**config.mk**
```make
export PLATFORM = sky130hd
export DESIGN_NAME = ex_mem_stage
export DESIGN_NICKNAME = d
export VERILOG_FILES = /design/src/rtl/ex_mem_stage.sv
export SDC_FILE = /design/constraint.sdc
export NUM_CORES = 1
export LEC_CHECK = 0
export CORE_UTILIZATION = 50
export CTS_CLUSTER_DIAMETER = 200
export DETAILED_ROUTE_END_ITERATION = 10
export PLACE_DENSITY_LB_ADDON = 0.1
export SYNTH_ARGS = -nofsm -noshare
export SYNTH_HDL_FRONTEND = slang
export SYNTH_SLANG_ARGS = --single-unit
```
**constraint.sdc**
```tcl
create_clock -name clk -period 2.18 [get_ports clk]
set_input_delay 0.436 -clock clk [delete_from_list [all_inputs] [get_ports clk]]
set_output_delay 0.436 -clock clk [all_outputs]
set_load 0.02 [all_outputs]
```
**src/rtl/ex_mem_stage.sv**
```systemverilog
// EX/MEM pipeline stage register: valid/ready handshake, optional two-entry
// skid buffer, synchronous flush and a saturating stall-cycle counter.
// All state updates on the falling edge of clk; reset is asynchronous active-low.
module ex_mem_stage #(
    parameter int unsigned N      = 32,
    parameter int unsigned REG_W  = 5,
    parameter int unsigned CTRL_W = 7,
    parameter int unsigned SKID   = 1,
    parameter int unsigned CNT_W  = 16
) (
    input  logic              clk,
    input  logic              reset,
    input  logic              flush,
    input  logic              in_valid,
    output logic              in_ready,
    input  logic [N-1:0]      pc_imm,
    input  logic [N-1:0]      pc_4,
    input  logic [N-1:0]      rs1_data,
    input  logic [N-1:0]      rs2_data,
    input  logic [N-1:0]      alu_result,
    input  logic [REG_W-1:0]  rd,
    input  logic [CTRL_W-1:0] ctrl,
    output logic              out_valid,
    input  logic              out_ready,
    output logic [N-1:0]      pc_imm_o,
    output logic [N-1:0]      pc_4_o,
    output logic [N-1:0]      rs1_data_o,
    output logic [N-1:0]      rs2_data_o,
    output logic [N-1:0]      alu_result_o,
    output logic [REG_W-1:0]  rd_o,
    output logic [CTRL_W-1:0] ctrl_o,
    output logic [CNT_W-1:0]  stall_cnt
);

    // Payload layout, MSB first: {pc_imm, pc_4, rs1_data, rs2_data, alu_result, rd, ctrl}
    localparam int unsigned PW      = 5 * N + REG_W + CTRL_W;
    localparam int unsigned CTRL_LSB = 0;
    localparam int unsigned RD_LSB   = CTRL_LSB + CTRL_W;
    localparam int unsigned ALU_LSB  = RD_LSB + REG_W;
    localparam int unsigned RS2_LSB  = ALU_LSB + N;
    localparam int unsigned RS1_LSB  = RS2_LSB + N;
    localparam int unsigned PC4_LSB  = RS1_LSB + N;
    localparam int unsigned PCI_LSB  = PC4_LSB + N;

    localparam logic             USE_SKID = (SKID != 0);
    localparam logic [CNT_W-1:0] CNT_MAX  = '1;

    typedef enum logic [1:0] {
        ST_EMPTY = 2'd0,
        ST_ONE   = 2'd1,
        ST_FULL  = 2'd2
    } state_t;

    state_t              state_q, state_d;
    logic [PW-1:0]       main_q, main_d;
    logic [PW-1:0]       skid_q, skid_d;
    logic                main_valid_q, main_valid_d;
    logic                skid_valid_q, skid_valid_d;
    logic [CTRL_W-1:0]   ctrl_q, ctrl_d;
    logic [CNT_W-1:0]    stall_q, stall_d;

    logic [PW-1:0]       in_payload_c;
    logic                in_fire_c;
    logic                out_fire_c;

    assign in_payload_c = {pc_imm, pc_4, rs1_data, rs2_data, alu_result, rd, ctrl};

    // With the skid buffer, in_ready is a pure register decode; without it,
    // the single entry may be replaced in the same cycle it is consumed.
    assign in_ready   = USE_SKID ? ~skid_valid_q : (~main_valid_q | out_ready);
    assign in_fire_c  = in_valid & in_ready;
    assign out_fire_c = main_valid_q & out_ready;

    // Next-state, next-entry and counter logic; flush overrides every transition.
    always_comb begin
        state_d = state_q;
        main_d  = main_q;
        skid_d  = skid_q;

        case (state_q)
            ST_EMPTY: begin
                if (in_fire_c) begin
                    state_d = ST_ONE;
                    main_d  = in_payload_c;
                end
            end
            ST_ONE: begin
                if (in_fire_c && out_fire_c) begin
                    main_d = in_payload_c;
                end else if (in_fire_c && USE_SKID) begin
                    state_d = ST_FULL;
                    skid_d  = in_payload_c;
                end else if (out_fire_c) begin
                    state_d = ST_EMPTY;
                end
            end
            ST_FULL: begin
                if (out_fire_c) begin
                    state_d = ST_ONE;
                    main_d  = skid_q;
                end
            end
            default: begin
                state_d = ST_EMPTY;
            end
        endcase

        if (flush) begin
            state_d = ST_EMPTY;
            main_d  = main_q;
            skid_d  = skid_q;
        end

        main_valid_d = (state_d != ST_EMPTY);
        skid_valid_d = (state_d == ST_FULL);
        // Control of a bubble is forced to zero so it can never write a register or memory.
        ctrl_d = main_valid_d ? main_d[CTRL_LSB +: CTRL_W] : '0;

        stall_d = stall_q;
        if (main_valid_q && !out_ready && (stall_q != CNT_MAX)) begin
            stall_d = stall_q + CNT_W'(1);
        end
    end

    // State and storage registers, falling-edge clocked with asynchronous reset.
    always_ff @(negedge clk or negedge reset) begin
        if (!reset) begin
            state_q      <= ST_EMPTY;
            main_q       <= '0;
            skid_q       <= '0;
            main_valid_q <= 1'b0;
            skid_valid_q <= 1'b0;
            ctrl_q       <= '0;
            stall_q      <= '0;
        end else begin
            state_q      <= state_d;
            main_q       <= main_d;
            skid_q       <= skid_d;
            main_valid_q <= main_valid_d;
            skid_valid_q <= skid_valid_d;
            ctrl_q       <= ctrl_d;
            stall_q      <= stall_d;
        end
    end

    assign out_valid    = main_valid_q;
    assign pc_imm_o     = main_q[PCI_LSB +: N];
    assign pc_4_o       = main_q[PC4_LSB +: N];
    assign rs1_data_o   = main_q[RS1_LSB +: N];
    assign rs2_data_o   = main_q[RS2_LSB +: N];
    assign alu_result_o = main_q[ALU_LSB +: N];
    assign rd_o         = main_q[RD_LSB +: REG_W];
    assign ctrl_o       = ctrl_q;
    assign stall_cnt    = stall_q;

endmodule

```
# == After elaboration in Yosys (flattened, before gate mapping) ==
# Index checks and enable logic that the tools add are counted.
# classes
addsub,1
n_eq_ne,7
mux,13
n_bitwise,5
reduce_logical,9
# ops
cell,count
$mux 172,3
$pmux 172 s3,1
$add 16x1->16 const B,1
$ne 16x16->1 const B,1
$mux 7,2
$mux 2,6
$ne 2x2->1 const B,3
$pmux 2 s3,1
$reduce_and 5->1,1
$eq 2x2->1 const B,2
$reduce_and 4->1,1
$logic_and 1x1->1,3
$not 1->1,3
$reduce_bool 3->1,1
$and 1x1->1,2
$eq 2x1->1 const B,1
$logic_not 2->1,1
$reduce_bool 2->1,1
$logic_not 1->1,1
# word_totals
reg_bits,371
input_bits,177
wordCells,43

# == Longest topological paths before layout ==
# depth
ltp_word,8
ltp_mapped,8

==> flow_metrics.env <==
export IMPL_endpoint_kind="output pin"
export IMPL_clkTransAtPathRegs_ns=0.04
export IMPL_placed_area_sq_um=20500
export IMPL_tns_ns=-195.62
export IMPL_holdPathEnd="main_q[131]$_DFFE_NN0P_"
export IMPL_drt_pass1_iter_count=6
export IMPL_wl_met1_um=20300
export IMPL_worst_slack_ns=-0.537
export IMPL_fin_skew_ns=0.0105
export IMPL_p_int_mw=20.1
export IMPL_wl_per_cell_um=22.6
export IMPL_rsz0062_at_grt="yes"
export IMPL_dieArea_sq_um=34100
export IMPL_area_growth_pct=53.8
export IMPL_design_core_area_sq_um=32700
export IMPL_drive_above_1_share_pct=52.6
export IMPL_critical_path_class="flip-flop to output pin"
export IMPL_nNetsFinal=2022
export IMPL_hold_class="flip-flop to flip-flop"
export IMPL_tightest_slew_ns=0.718
export IMPL_crit_buf_inv=1
export IMPL_switching_share_pct=31.3
export IMPL_violations="setup timing"
export IMPL_cts_buffers=40
export IMPL_max_stage_delay_ns=0.50
export IMPL_power_frac_comb_pct=36.4
export IMPL_synth_seq_cells=371
export IMPL_critPathSlowestCell="dfrtn_1"
export IMPL_r2r_end="stall_cnt[5]$_DFFE_NN0P_"
export IMPL_routed_wl_um=52300
export IMPL_crit_family="flip-flops"
export IMPL_p_leak_nw=11.9
export IMPL_synth_distinct_cells=51
export IMPL_vdd_ir_drop_max_uv=765
export IMPL_avgSynthCellArea_sq_um=11.8
export IMPL_hold_path_depth=2
export IMPL_setup_viol_count_final=545
export IMPL_ys_flop_type="dfrtn_1"
export IMPL_antenna_found_initial=7
export IMPL_grt_pass1_vias=12500
export IMPL_crit_fanout=2
export IMPL_multi_input_area_sq_um=7140
export IMPL_cts_tree="built"
export IMPL_required_ns=1.74
export IMPL_port_buffers=366
export IMPL_die_width_um=185
export IMPL_vias=13100
export IMPL_fillers=1935
export IMPL_post_place_ws_ns=-1.28
export IMPL_regArea_sq_um=9280
export IMPL_design_area_sq_um=25700
export IMPL_root_buffer="clkbuf_16"
export IMPL_grtUsageTotal_pct=27.0
export IMPL_route_met3_wl_um=4040
export IMPL_final_cell_count_no_fill=2319
export IMPL_synth_area_sq_um=16700
export IMPL_cp_cell_sequence="buf_6"
export IMPL_start_util_pct=51.0
export IMPL_start_kind="flip-flop"
export IMPL_synth_edff_count=0
export IMPL_switching_power_mw=9.15
export IMPL_cap_violations=0
export IMPL_relSlewSlack_pct=51.5
export IMPL_viasPerCell=5.64
export IMPL_cts_sinks=371
export IMPL_synth_warnings=0
export IMPL_place_congestion=0.798
export IMPL_power_share_clock_pct=23.9
export IMPL_fin_hold_ws_ns=0.452
export IMPL_remaining_drc_errors=0
export IMPL_hpwl_um=27700
export IMPL_die_h_um=185
export IMPL_maxUsedRoutingLayer="met5"
export IMPL_route_met2_wl_um=26300
export IMPL_min_from="main_q[131]$_DFFE_NN0P_"
export IMPL_ant_nets=0
export IMPL_grt_pass1_wl_um=71000
export IMPL_sequentialPowerShare_pct=39.7
export IMPL_slew_violations=0
export IMPL_num_io_pins=367
export IMPL_r2r_start="stall_cnt[0]$_DFFE_NN0P_"
export IMPL_regToRegSetupSlack_ns=-0.04
export IMPL_htree_levels=2
export IMPL_grt_max_degree=94
export IMPL_std_cell_rows=66
export IMPL_drtIter0Drc=790
export IMPL_arrival_ns=2.28
export IMPL_rr_worst_depth=8
export IMPL_finalHoldViolations=0
export IMPL_grt_overflow_total=0
export IMPL_synth_cells=1418
export IMPL_syn_nets=1596
export IMPL_dp_cells=2089
export IMPL_ys_async_sr_fraction_pct=100
export IMPL_p_per_area_nw_per_um2=1140
export IMPL_synth_seq_area_share_pct=55.7
export IMPL_cts_buffer_depth=3
export IMPL_status="complete, but fails checks"
export IMPL_clock_latency_ns=0.53
[cell usage after synthesis (2+ instances only)]
master    instances  area (sq um)
nor2b_1           4          25.0
buf_4           166          1250
o21a_1            2          15.0
mux2_2          139          1570
clkbuf_1         38           143
o211a_1           2          20.0
o21ai_1          74           370
o221ai_1          6          52.6
dfrtn_1         371          9280
xnor2_1           7          61.3
a21oi_1           2          10.0
mux2_4           30           450
nand4_1           7          43.8
nor3_1            2          10.0
inv_1             5          18.8
nand3_1          12          60.1
nor2_1            5          18.8
buf_2            31           155
or3_1             2          12.5
buf_6            26           293
and2_1            9          56.3
and3_1            3          18.8
mux2_1            3          33.8
xor2_1            4          35.0
nor4_1            2          12.5
o21ai_0          93           465
o211ai_1          6          45.0
nand2_1         174           653
a22oi_1         171          1280
[per-layer routing]
layer  vias to the layer above  global-route usage [%]
met1                      6657                    34.8
met3                       114                    6.99
met4                         2                    9.75
li1                       5763                       -
met2                       537                    43.9
met5                         -                       0
[cells in the final DEF (no fill, tap or decap), drive strengths merged, types with 10 or more instances in the layout]
cell	count
nand2	174
a22oi	171
clkbuf	77
o21ai	167
and2	10
clkdlybuf4s50	172
nand3	12
buf	453
mux2	172
dfrtn	371
[metrics by stage]
step	util, %	power (mW)
5_1_grt	78.4	30.4
4_1_cts	71.4	27.2
3_3_place_gp	62.6	18.6
3_5_place_dp	62.6	18.9
6_report	78.4	29.2
2_1_floorplan	-	16.3
[how the worst max path moves through the flow]
| stage | startpoint | endpoint | slack, ns | cells past startpoint |
|---|---|---|---|---|
| after floorplan | flush | main_q[15]$_DFFE_NN0P_ | -0.69 | 7 |
| after global placement | in_valid | main_q[116]$_DFFE_NN0P_ | -1.21 | 6 |
| after detailed placement | out_ready | main_q[95]$_DFFE_NN0P_ | -1.28 | 7 |
| after CTS | skid_valid_q$_DFF_NN0_ | in_ready | -0.53 | 2 |
| after global routing | main_q[153]$_DFFE_NN0P_ | pc_imm_o[13] | -0.57 | 1 |
| final | main_q[163]$_DFFE_NN0P_ | pc_imm_o[23] | -0.54 | 1 |
[flip-flops by register name (all words and copies together) (netlist names)]
signal	flops
ctrl_o	7
main_q	172
out_valid	1
skid_q	172
skid_valid_q	1
stall_cnt	16
state_q	2
[power by group through the flow]
stage / logic, mW / clock network [mW] / registers [mW]
floorplan: 5.49 / 0 / 10.8
global placement: 7.62 / 0 / 11.0
detailed placement: 7.79 / 0 / 11.1
CTS: 8.82 / 7.06 / 11.3
global route: 11.2 / 7.36 / 11.8
finish: 10.6 / 6.97 / 11.6
[area by class of cell]
cell class / count / share of cell area [%]
Antenna cell: 5 / 0.0488
Clock buffer: 58 / 4.60
Clock inverter: 12 / 0.624
Inverter: 5 / 0.0878
Multi-Input combinational cell: 782 / 27.8
Sequential cell: 371 / 36.2
Tap cell: 442 / 2.16
Timing Repair Buffer: 644 / 28.4
[what timing repair did]
action,CTS,global route
setup buffers,56,64
setup endpoints to repair,561,546
gates resized for setup,1242,447
hold buffers,0,0
cloned,21,23
pin swaps,18,75
[logic make-up after synthesis]
logic type,share of synthesized area (%)
AOI/OAI and AO/OA,14.3
DFF,55.7
muxes,12.4
adders and majority gates,0.0750
buffers and inverters,11.2
and+or+nand+nor,5.88
xor gates and xnor gates,0.578
(Power assumes the default switching activity.)
